## src/rtl/game_fsm.sv

```systemverilog
// Reaction game controller: start/hit edge detection, five-state game FSM,
// score keeping, and the WIN/LOSE hold timer with LED blink.
module game_fsm #(
   parameter int TARGET = 10,
   parameter int HOLD   = 8
) (
   input  logic       clk_4_i,
   input  logic       rst_i,
   input  logic       start_i,
   input  logic       hit_i,
   input  logic [4:0] count_i,
   output logic       count_en_o,
   output logic       count_rst_no,
   output logic [3:0] score_o,
   output logic       win_o,
   output logic       lose_o,
   output logic       flash_o
);

   localparam logic [2:0] S_IDLE = 3'd0;
   localparam logic [2:0] S_LOAD = 3'd1;
   localparam logic [2:0] S_PLAY = 3'd2;
   localparam logic [2:0] S_WIN  = 3'd3;
   localparam logic [2:0] S_LOSE = 3'd4;

   localparam logic [3:0] TGT       = 4'(TARGET);
   localparam logic [7:0] HOLD_LAST = 8'(HOLD - 1);

   logic [2:0] state, state_nxt;
   logic [3:0] score, score_nxt;
   logic [7:0] hold_cnt, hold_nxt;
   logic       start_q, hit_q;
   logic       start_press, hit_press, count_zero, in_end;
   logic [3:0] score_inc;

   assign start_press = start_i & ~start_q;
   assign hit_press   = hit_i & ~hit_q;
   assign count_zero  = (count_i == 5'd0);
   assign score_inc   = score + 4'd1;
   assign in_end      = (state == S_WIN) || (state == S_LOSE);

   always_comb begin
      state_nxt = state;
      score_nxt = score;
      hold_nxt  = hold_cnt;
      case (state)
         S_IDLE: begin
            if (start_press) state_nxt = S_LOAD;
         end
         S_LOAD: begin
            score_nxt = 4'd0;
            state_nxt = S_PLAY;
         end
         S_PLAY: begin
            // Every exit from PLAY lands in WIN/LOSE, so the timer is cleared here.
            hold_nxt = 8'd0;
            if (hit_press) score_nxt = score_inc;
            if (hit_press && (score_inc == TGT)) state_nxt = S_WIN;
            else if (count_zero)                 state_nxt = S_LOSE;
         end
         S_WIN, S_LOSE: begin
            if (start_press)                 state_nxt = S_LOAD;
            else if (hold_cnt == HOLD_LAST)  state_nxt = S_IDLE;
            else                             hold_nxt  = hold_cnt + 8'd1;
         end
         default: state_nxt = S_IDLE;
      endcase
   end

   always_ff @(posedge clk_4_i or posedge rst_i) begin
      if (rst_i) begin
         state    <= S_IDLE;
         score    <= 4'd0;
         hold_cnt <= 8'd0;
         start_q  <= 1'b0;
         hit_q    <= 1'b0;
      end else begin
         state    <= state_nxt;
         score    <= score_nxt;
         hold_cnt <= hold_nxt;
         start_q  <= start_i;
         hit_q    <= hit_i;
      end
   end

   // count_en_o stays combinational on count_i so the counter stops exactly at 0.
   assign count_en_o   = (state == S_PLAY) && !count_zero;
   assign count_rst_no = (state != S_LOAD);
   assign score_o      = score;
   assign win_o        = (state == S_WIN);
   assign lose_o       = (state == S_LOSE);
   assign flash_o      = in_end && !hold_cnt[1];

endmodule

```

## config.mk

```make
export PLATFORM = sky130hd
export DESIGN_NAME = game_fsm
export DESIGN_NICKNAME = d
export VERILOG_FILES = /design/src/rtl/game_fsm.sv
export SDC_FILE = /design/constraint.sdc
export NUM_CORES = 1
export LEC_CHECK = 0
export ABC_AREA = 1
export BUFFER_PORTS_ARGS = -buffer_cell sky130_fd_sc_hd__buf_2
export CORE_ASPECT_RATIO = 0.8
export CORE_MARGIN = 2
export CORE_UTILIZATION = 50
export DETAILED_ROUTE_END_ITERATION = 16
export PLACE_DENSITY = 0.69
export REMOVE_ABC_BUFFERS = 1
export SLEW_MARGIN = 5
export SYNTH_ARGS = -nofsm -noshare
export SYNTH_HDL_FRONTEND = slang
export SYNTH_SLANG_ARGS = --single-unit
```

## constraint.sdc

```tcl
create_clock -name clk_4_i -period 1.6 [get_ports clk_4_i]
set_input_delay 0.08 -clock clk_4_i [delete_from_list [all_inputs] [get_ports clk_4_i]]
set_output_delay 0.08 -clock clk_4_i [all_outputs]
set_load 0.01 [all_outputs]
```

==> flow_metrics.env, run 1 <==
export IMPL_status="finished, final reports clean"
export IMPL_die_area_mm2=0.00247
export IMPL_cts_sinks=17
export IMPL_grt_pass1_vias=884
export IMPL_grt_pass1_wl_mm=3.79
export IMPL_overflow=0
export IMPL_ctsHtreeMaxLevel=1
export IMPL_fin_nets=185
export IMPL_grt_busiest_layer="met2"
export IMPL_fillers=185
export IMPL_hp_class="in2reg"
export IMPL_leakage_uw=0.000685
export IMPL_vias=958
export IMPL_cts_root_buf="clkbuf_4"
export IMPL_drive_above_1_share=0.198
export IMPL_area_growth_pct=16.9
export IMPL_hold_viol=0
export IMPL_synth_seq_cells=17
export IMPL_yosys_warnings=0
export IMPL_layout_commonest_cell="nand2_1"
export IMPL_synthDistinctLibCells=19
export IMPL_antenna_found_initial=0
export IMPL_dr_pass1_iters=4
export IMPL_cts_buffer_depth=2
export IMPL_path_max_fanout=4
export IMPL_row_count=14
export IMPL_synth_avg_cell_area_um2=7.06
export IMPL_worstMarginPinSlew_ns=0.666
export IMPL_dp_hpwl_mm=1.59
export IMPL_routedWlPerCell_um=10.7
export IMPL_power_density_mw_per_mm2=1260
export IMPL_clock_skew_ns=0.0152
export IMPL_path_clk_slew_ns=0.10
export IMPL_ir_drop_mv=0.787
export IMPL_fin_ws_ns=0.151
export IMPL_netlist_area_leader_share=0.407
export IMPL_netlist_area_mm2=0.00104
export IMPL_critPathCaptureType="primary output"
export IMPL_cts_buffers=3
export IMPL_drv_slew=0
export IMPL_holdWs_ns=0.295
export IMPL_grt_usage=0.215
export IMPL_gr_usage_met3=0.0695
export IMPL_setup_viol=0
export IMPL_ant_nets=0
export IMPL_post_route_period_util=0.906
export IMPL_final_core_util=0.634
export IMPL_die_h_um=44.9
export IMPL_setup_tns_final_ns=0
export IMPL_yosys_top_cells_area="dfrtp_1, nand2_1, inv_1, nand3_1, nor2_1"
export IMPL_clkLatencyLatePin_ns=0.30
export IMPL_ys_seq_area_frac=0.407
export IMPL_core_mm2=0.00193
export IMPL_syn_inst=148
export IMPL_maxSlewHeadroom=0.556
export IMPL_final_cell_mix="nand2_1, inv_1, buf_2, dfrtp_1, nand3_1"
export IMPL_path_class="reg2out"
export IMPL_grt_use_met2=0.319
export IMPL_io_buffer_count=17
export IMPL_first_iter_violations=11
export IMPL_required_ns=1.52
export IMPL_grtUsageMet1=0.307
export IMPL_cap_violations=0
export IMPL_wl_mm=2.10
export IMPL_die_w_um=55.1
export IMPL_insertedDiodeCount=0
export IMPL_dp_slack_ns=0.150
export IMPL_max_freq_mhz=690
export IMPL_period_needed_ns=1.45
export IMPL_gp_congestion=0.873
export IMPL_grt_max_degree=18
export IMPL_yosys_area_top_type="dfrtp_1"
export IMPL_cp_arrival_ns=1.37
export IMPL_drc=0
export IMPL_io_pins=18
export IMPL_start_util=0.542
export IMPL_via_per_inst=4.89
export IMPL_cts_tree="done"
export IMPL_crit_path_start_kind="flop"
[metrics by stage]
stage | instance area (um^2) | total power, uW | cells
after floorplan | 1040 | 1110 | 148
after global placement | 1160 | 1300 | 189
after CTS | 1220 | 1550 | 196
after detailed placement | 1160 | 1300 | 189
after global routing | 1220 | 1690 | 196
final | 1220 | 1540 | 196
[sequential cells by signal, summed over array words and instances (netlist names)]
signal / cells
start_q: 1
state: 3
hold_cnt: 8
hit_q: 1
score_o: 4
[per-layer routing]
metal  vias to the layer above  part of all wire
met5                         -                 0
met4                         0            0.0052
met3                         2             0.046
met2                        24              0.43
met1                       423              0.52
li1                        509                 -
[where the power goes]
| part | switching, uW | internal (uW) |
|---|---|---|
| clock network | 148 | 93.2 |
| logic | 459 | 248 |
| registers | 87.7 | 506 |
[worst paths after layout]
| kind | from | to | slack (ns) | cells after the start |
|---|---|---|---|---|
| min reg2reg | hold_cnt[1] | hold_cnt[1] | 0.54 | 2 |
| max | state[2] | flash_o | 0.15 | 6 |
| min | count_i[0] | state[0] | 0.29 | 8 |
| min in group asynchronous | rst_i | hit_q | 0.39 | 3 |
| max in group asynchronous | rst_i | score_o[0] | 0.74 | 3 |
| max reg2reg | score_o[0] | state[0] | 0.16 | 9 |
[cells in the mapped netlist]
| cell type | count |
|---|---|
| a21oi_1 | 2 |
| and2_1 | 1 |
| dfrtp_1 | 17 |
| ha_1 | 3 |
| inv_1 | 25 |
| inv_2 | 3 |
| nand2_1 | 45 |
| nand2_2 | 3 |
| nand2_4 | 1 |
| nand3_1 | 14 |
| nand3_2 | 2 |
| nand3_4 | 1 |
| nand4_1 | 3 |
| nor2_1 | 13 |
| nor2_2 | 1 |
| nor3_1 | 2 |
| o21ai_0 | 8 |
| o22ai_1 | 2 |
| xor2_1 | 2 |
[final cells by class]
cell class	instances	area [um^2]	share of cell area
Multi-Input combinational cell	103	517	0.423
Sequential cell	17	427	0.349
Timing Repair Buffer	20	115	0.0943
Inverter	28	105	0.0861
Tap cell	24	30.0	0.0246
Clock buffer	3	22.5	0.0184
Clock inverter	1	5.00	0.00410
[cells by family (layout without fill, tap and decap cells)]
logic type      count (synthesis)  after routing  share of synthesized area
buf+inv                        28             52                      0.101
flops                          17             17                      0.407
xor+xnor                        2              2                     0.0168
compound gates                 12             12                     0.0599
fa+ha+maj                       3              3                     0.0359
simple gates                   86             86                      0.380
[worst max-delay path, cell delays in order (launching register included)]
cell     delay, ns
dfrtp_1       0.42
inv_1         0.10
nand3_1       0.10
nand2_2       0.14
inv_1         0.10
nor2_1        0.09
buf_2         0.13
[what timing repair did]
item	4_1_cts	5_1_grt
buffers inserted	0	0
hold endpoints to repair	19	0
hold buffers	3	0
gates resized for setup	0	2
setup endpoints to repair	0	3
Note: power is estimated with default switching activity, not from simulation.
==> inputs of run 2 (changes only) <==
Settings changed: RECOVER_POWER set to 50.
Clock period 1.6 ns to 1.8 ns, I/O delays scaled along.
==> flow_metrics.env, run 2 (synthesis gave the netlist of run 1 again) <==
export IMPL_cp_arrival_ns=1.70
export IMPL_cts_sinks=17
export IMPL_rrSetupSlack_ns=0.29
export IMPL_reg2reg_from="score_o[0]"
export IMPL_ctsHtreeMaxLevel=1
export IMPL_max_freq_mhz=662
export IMPL_holdWs_ns=0.306
export IMPL_crit_path_max_incr_delay_ns=0.48
export IMPL_layout_commonest_cell="nand2_1"
export IMPL_cap_violations=0
export IMPL_path_common_cell="nand2_1"
export IMPL_power_density_mw_per_mm2=1130
export IMPL_insertedDiodeCount=0
export IMPL_power_uw=1360
export IMPL_io_buffer_count=17
export IMPL_path_clk_slew_ns=0.11
export IMPL_via_per_inst=4.88
export IMPL_start_util=0.542
export IMPL_routedWlPerCell_um=10.8
export IMPL_cts_buffer_depth=2
export IMPL_ant_nets=0
export IMPL_critPathCaptureType="flop"
export IMPL_die_w_um=55.1
export IMPL_min_to="state[0]"
export IMPL_die_area_mm2=0.00247
export IMPL_fin_ws_ns=0.290
export IMPL_reg2reg_to="state[0]"
export IMPL_clkLatencyLatePin_ns=0.30
export IMPL_drv_slew=0
export IMPL_path_max_fanout=7
export IMPL_fillers=188
export IMPL_worstHoldPathCells=8
export IMPL_cts_resized_gates=0
export IMPL_area_growth_pct=16.0
export IMPL_grt_usage=0.215
export IMPL_row_count=14
export IMPL_dpl_cell_area_mm2=0.00116
export IMPL_grt_max_degree=18
export IMPL_first_iter_violations=13
export IMPL_crit_path_cell_trace="ha_1, nand2_1, nand2_1, nor2_1, nand2_1, nand2_2, nand3_2, nand2_1, nand2_1"
export IMPL_rsz0062_at_grt="no"
export IMPL_period_needed_ns=1.51
export IMPL_gp_congestion=0.873
export IMPL_clock_skew_ns=0.0148
export IMPL_leakage_uw=0.000673
export IMPL_cts_tree="done"
export IMPL_top_register="hold_cnt"
export IMPL_overflow=0
export IMPL_rr_worst_depth=9
export IMPL_setup_tns_final_ns=0
export IMPL_path_class="reg2reg"
export IMPL_cts_buffers=3
export IMPL_maxSlewHeadroom=0.556
export IMPL_grt_pass1_vias=884
export IMPL_status="finished, final reports clean"
export IMPL_dp_hpwl_mm=1.59
export IMPL_wl_mm=2.11
export IMPL_post_route_period_util=0.839
export IMPL_drive_above_1_share=0.163
export IMPL_crit_path_start_kind="flop"
export IMPL_dp_slack_ns=0.350
export IMPL_setup_viol=0
export IMPL_largest_reg_flops=8
export IMPL_drc=0
export IMPL_hp_start="count_i[0]"
export IMPL_die_h_um=44.9
export IMPL_fin_area_mm2=0.00121
export IMPL_dr_pass1_iters=4
export IMPL_hold_viol=0
export IMPL_final_cell_mix="nand2_1, inv_1, dfrtp_1, nand3_1"
export IMPL_ir_drop_mv=0.712
export IMPL_io_pins=18
export IMPL_required_ns=1.99
export IMPL_core_mm2=0.00193
export IMPL_vias=956
export IMPL_fin_nets=185
export IMPL_worstMarginPinSlew_ns=0.665
export IMPL_cp_slowest_cell="dfrtp_1"
export IMPL_cts_root_buf="clkbuf_4"
export IMPL_antenna_found_initial=0
export IMPL_grt_pass1_wl_mm=3.79
export IMPL_hp_class="in2reg"
==> run 2: cell types whose count changed in the layout (fill, tap and decap cells not counted), sizes merged <==
cell	delta
clkbuf	+4
buf	-4
==> run 2: area by class of cell <==
class | count | area (um^2) | share of cell area
Timing Repair Buffer | 20 | 110 | 0.0908
Clock inverter | 1 | 5.00 | 0.00413
Sequential cell | 17 | 425 | 0.351
Inverter | 28 | 105 | 0.0867
Multi-Input combinational cell | 103 | 514 | 0.424
Tap cell | 24 | 30.0 | 0.0248
Clock buffer | 3 | 22.5 | 0.0186
==> run 2: metal layers <==
metal  up-vias  global-route usage  part of all wire
met1       425               0.307              0.53
li1        510                   -                 -
met5         -                   0                 0
met4         0              0.0488            0.0052
met2        19               0.319              0.42
met3         2              0.0695             0.042
==> run 2: worst max path at each step <==
| stage | start | cells after the start | to |
|---|---|---|---|
| 2_1_floorplan | score_o[0] | 9 | state[0] |
| 3_3_place_gp | score_o[0] | 9 | state[2] |
| 3_5_place_dp | score_o[0] | 9 | state[0] |
| 4_1_cts | state[1] | 6 | flash_o |
| 5_1_grt | score_o[0] | 10 | state[2] |
| 6_report | score_o[0] | 9 | state[0] |
==> run 2: where the power goes <==
group	total [uW]	internal (uW)	switching, uW	leakage (uW)
Clock	214	82.8	131	0.0000177
Combinational	626	218	408	0.000428
Sequential	525	447	77.8	0.000227
Total	1360	748	617	0.000673
==> run 2: worst max-delay path, delay by kind of cell (launching register included) <==
kind	cells	cell delay, ns
simple gates	8	0.67
fa+ha+maj	1	0.25
flops	1	0.48
==> run 2: per-stage QoR <==
step,cells,util
after global routing,196,0.629
final,196,0.629
after CTS,196,0.632
after floorplan,148,-
after global placement,189,0.602
after detailed placement,189,0.602
==> run 2: what timing repair did <==
action,4_1_cts,5_1_grt
endpoints found under the hold margin,19,0
setup buffers,0,0
hold buffers,3,0
==> inputs of run 3 (changes only) <==
Settings changed: ABC_AREA 1 to 0, PLACE_DENSITY 0.69 to 0.7.
Clock period 1.8 ns to 1.5 ns, I/O delays scaled along.
==> flow_metrics.env, run 3 <==
export IMPL_power_density_mw_per_mm2=1500
export IMPL_worstMarginPinSlew_ns=0.676
export IMPL_async_reset_ff_frac=1.00
export IMPL_synth_seq_cells=17
export IMPL_yosys_top_cells_area="dfrtp_1, o21ai_0, ha_1, nand3_1, a21oi_1"
export IMPL_row_count=14
export IMPL_top_register="hold_cnt"
export IMPL_clock_skew_ns=0.00266
export IMPL_cts_tree="done"
export IMPL_synthDistinctLibCells=39
export IMPL_drv_slew=0
export IMPL_netlist_area_mm2=0.00100
export IMPL_synth_top_family_by_area="simple AND/OR/NAND/NOR gates"
export IMPL_post_route_period_util=1.12
export IMPL_routedWlPerCell_um=15.8
export IMPL_synth_compound_area_frac=0.195
export IMPL_max_freq_mhz=597
export IMPL_period_needed_ns=1.67
export IMPL_holdWs_ns=0.225
export IMPL_synthTopCellsByCount="dfrtp_1, o21ai_0, nand2_1"
export IMPL_dpl_cell_area_mm2=0.00132
export IMPL_die_h_um=44.0
export IMPL_register_area_um2=427
export IMPL_ir_drop_mv=1.09
export IMPL_io_buffer_count=17
export IMPL_yosys_area_top_type="dfrtp_1"
export IMPL_insertedDiodeCount=0
export IMPL_leakage_uw=0.000785
export IMPL_io_pins=18
export IMPL_multi_input_area_um2=653
export IMPL_ys_seq_area_frac=0.424
export IMPL_required_ns=1.69
export IMPL_grt_pass1_vias=1043
export IMPL_cp_slowest_cell="dfrtp_2"
export IMPL_grt_usage=0.278
export IMPL_fin_area_mm2=0.00158
export IMPL_yosysMostFrequentCell="dfrtp_1"
export IMPL_vias=1097
export IMPL_synthXorXnorAreaFrac=0.00874
export IMPL_synthMuxAreaShare=0.0212
export IMPL_start_util=0.530
export IMPL_fin_ws_ns=-0.175
export IMPL_ant_nets=0
export IMPL_fillers=108
export IMPL_cts_sinks=17
export IMPL_violations="setup timing"
export IMPL_hold_viol=0
export IMPL_gp_congestion=0.805
export IMPL_maxSlewHeadroom=0.549
export IMPL_core_mm2=0.00189
export IMPL_dp_cells=174
export IMPL_cap_violations=0
export IMPL_dp_hpwl_mm=1.83
export IMPL_crit_path_start_kind="flop"
export IMPL_path_max_fanout=6
export IMPL_hp_class="in2reg"
export IMPL_fin_nets=181
export IMPL_finalNonFillerCells=192
export IMPL_die_w_um=54.1
export IMPL_grt_max_degree=18
export IMPL_setup_tns_final_ns=-1.08
export IMPL_critPathCaptureType="flop"
export IMPL_antenna_found_initial=0
export IMPL_synth_simple_area_share=0.286
export IMPL_netlist_area_leader_share=0.424
export IMPL_wl_mm=3.04
export IMPL_drive_above_1_share=0.494
export IMPL_yosys_warnings=0
export IMPL_cts_buffers=3
export IMPL_grt_pass1_wl_mm=4.61
export IMPL_largest_reg_flops=8
export IMPL_via_per_inst=5.71
export IMPL_synthAdderAreaFrac=0.0375
export IMPL_rsz0062_at_grt="yes"
export IMPL_path_clk_slew_ns=0.10
export IMPL_die_area_mm2=0.00238
export IMPL_cp_arrival_ns=1.86
export IMPL_status="finished with violations"
export IMPL_cts_root_buf="clkbuf_4"
export IMPL_final_cell_mix="buf_4, dfrtp_1, buf_2, nand2_1, o21ai_0"
export IMPL_clkLatencyLatePin_ns=0.30
export IMPL_cts_buffer_depth=2
export IMPL_dr_pass1_iters=5
export IMPL_dp_slack_ns=-0.271
export IMPL_ctsHtreeMaxLevel=1
export IMPL_path_class="reg2reg"
export IMPL_crit_path_max_incr_delay_ns=0.47
export IMPL_crit_path_cell_trace="nor3b_2, nor2_4, o31a_4, buf_4, o21ai_4, o41ai_2"
export IMPL_area_growth_pct=57.2
export IMPL_syn_inst=106
export IMPL_yosys_most_used_dff="dfrtp_1"
export IMPL_drc=0
export IMPL_setup_viol=12
export IMPL_layout_commonest_cell="buf_4"
export IMPL_synth_edff_count=0
export IMPL_first_iter_violations=31
export IMPL_overflow=0
export IMPL_synth_avg_cell_area_um2=9.45
[run 3: changes by cell type in the layout (fill, tap and decap cells not counted), moves of 6 or more]
cell     delta
nor2_1      -6
buf_4      +36
inv_1      -20
nand3_1     -7
nand2_1    -37
[run 3: worst paths after layout]
kind	startpoint	endpoint	slack (ns)	depth (start not counted)
worst min-delay path	start_i	state[2]	0.22	4
worst min register to register	hold_cnt[7]	hold_cnt[7]	0.57	2
worst max register to register	state[0]	hold_cnt[4]	-0.17	6
max in group asynchronous	rst_i	state[0]	0.62	3
min in group asynchronous	rst_i	score_o[0]	0.41	3
worst max-delay path	state[0]	hold_cnt[4]	-0.17	6
[run 3: where the power goes]
part | internal [uW] | switching (uW) | total, uW
registers | 550 | 96.8 | 647
clock network | 104 | 149 | 253
logic | 766 | 693 | 1460
[run 3: final cells by class]
type                            instances  area share
Clock buffer                            4      0.0167
Inverter                                6      0.0143
Multi-Input combinational cell         82       0.415
Sequential cell                        17       0.271
Tap cell                               24      0.0191
Timing Repair Buffer                   59       0.264
[run 3: cells by family after synthesis]
logic type      count (synthesis)
compound gates                 30
mux                             2
simple gates                   46
flops                          17
fa+ha+maj                       3
xor+xnor                        1
buf+inv                         7
[run 3: worst max-delay path, delay by kind of cell (launching register included)]
kind,cells,cell delay (ns)
AO/OA/AOI/OAI,3,0.57
flip-flops,1,0.47
buffers and inverters,1,0.15
AND/OR/NAND/NOR,2,0.37
[run 3: routing by layer]
layer,vias up,GRT usage,wire length (um),part of all wire
li1,510,-,-,-
met1,527,0.347,1300,0.43
met2,52,0.463,1520,0.50
met3,8,0.0743,171,0.056
met4,0,0.100,44,0.014
met5,-,0,0,0
[run 3: metrics by stage]
stage	utilization	power, uW
floorplan	-	1200
global placement	0.699	1660
detailed placement	0.699	1700
CTS	0.792	2150
global route	0.833	2500
finish	0.833	2360
[run 3: repair_timing]
| action | in CTS | in global routing |
|---|---|---|
| hold buffers | 3 | 0 |
| gates resized for setup | 18 | 11 |
| setup endpoints to repair | 14 | 16 |
| pin swaps | 11 | 6 |
| hold endpoints to repair | 19 | 0 |
| buffers inserted | 7 | 4 |
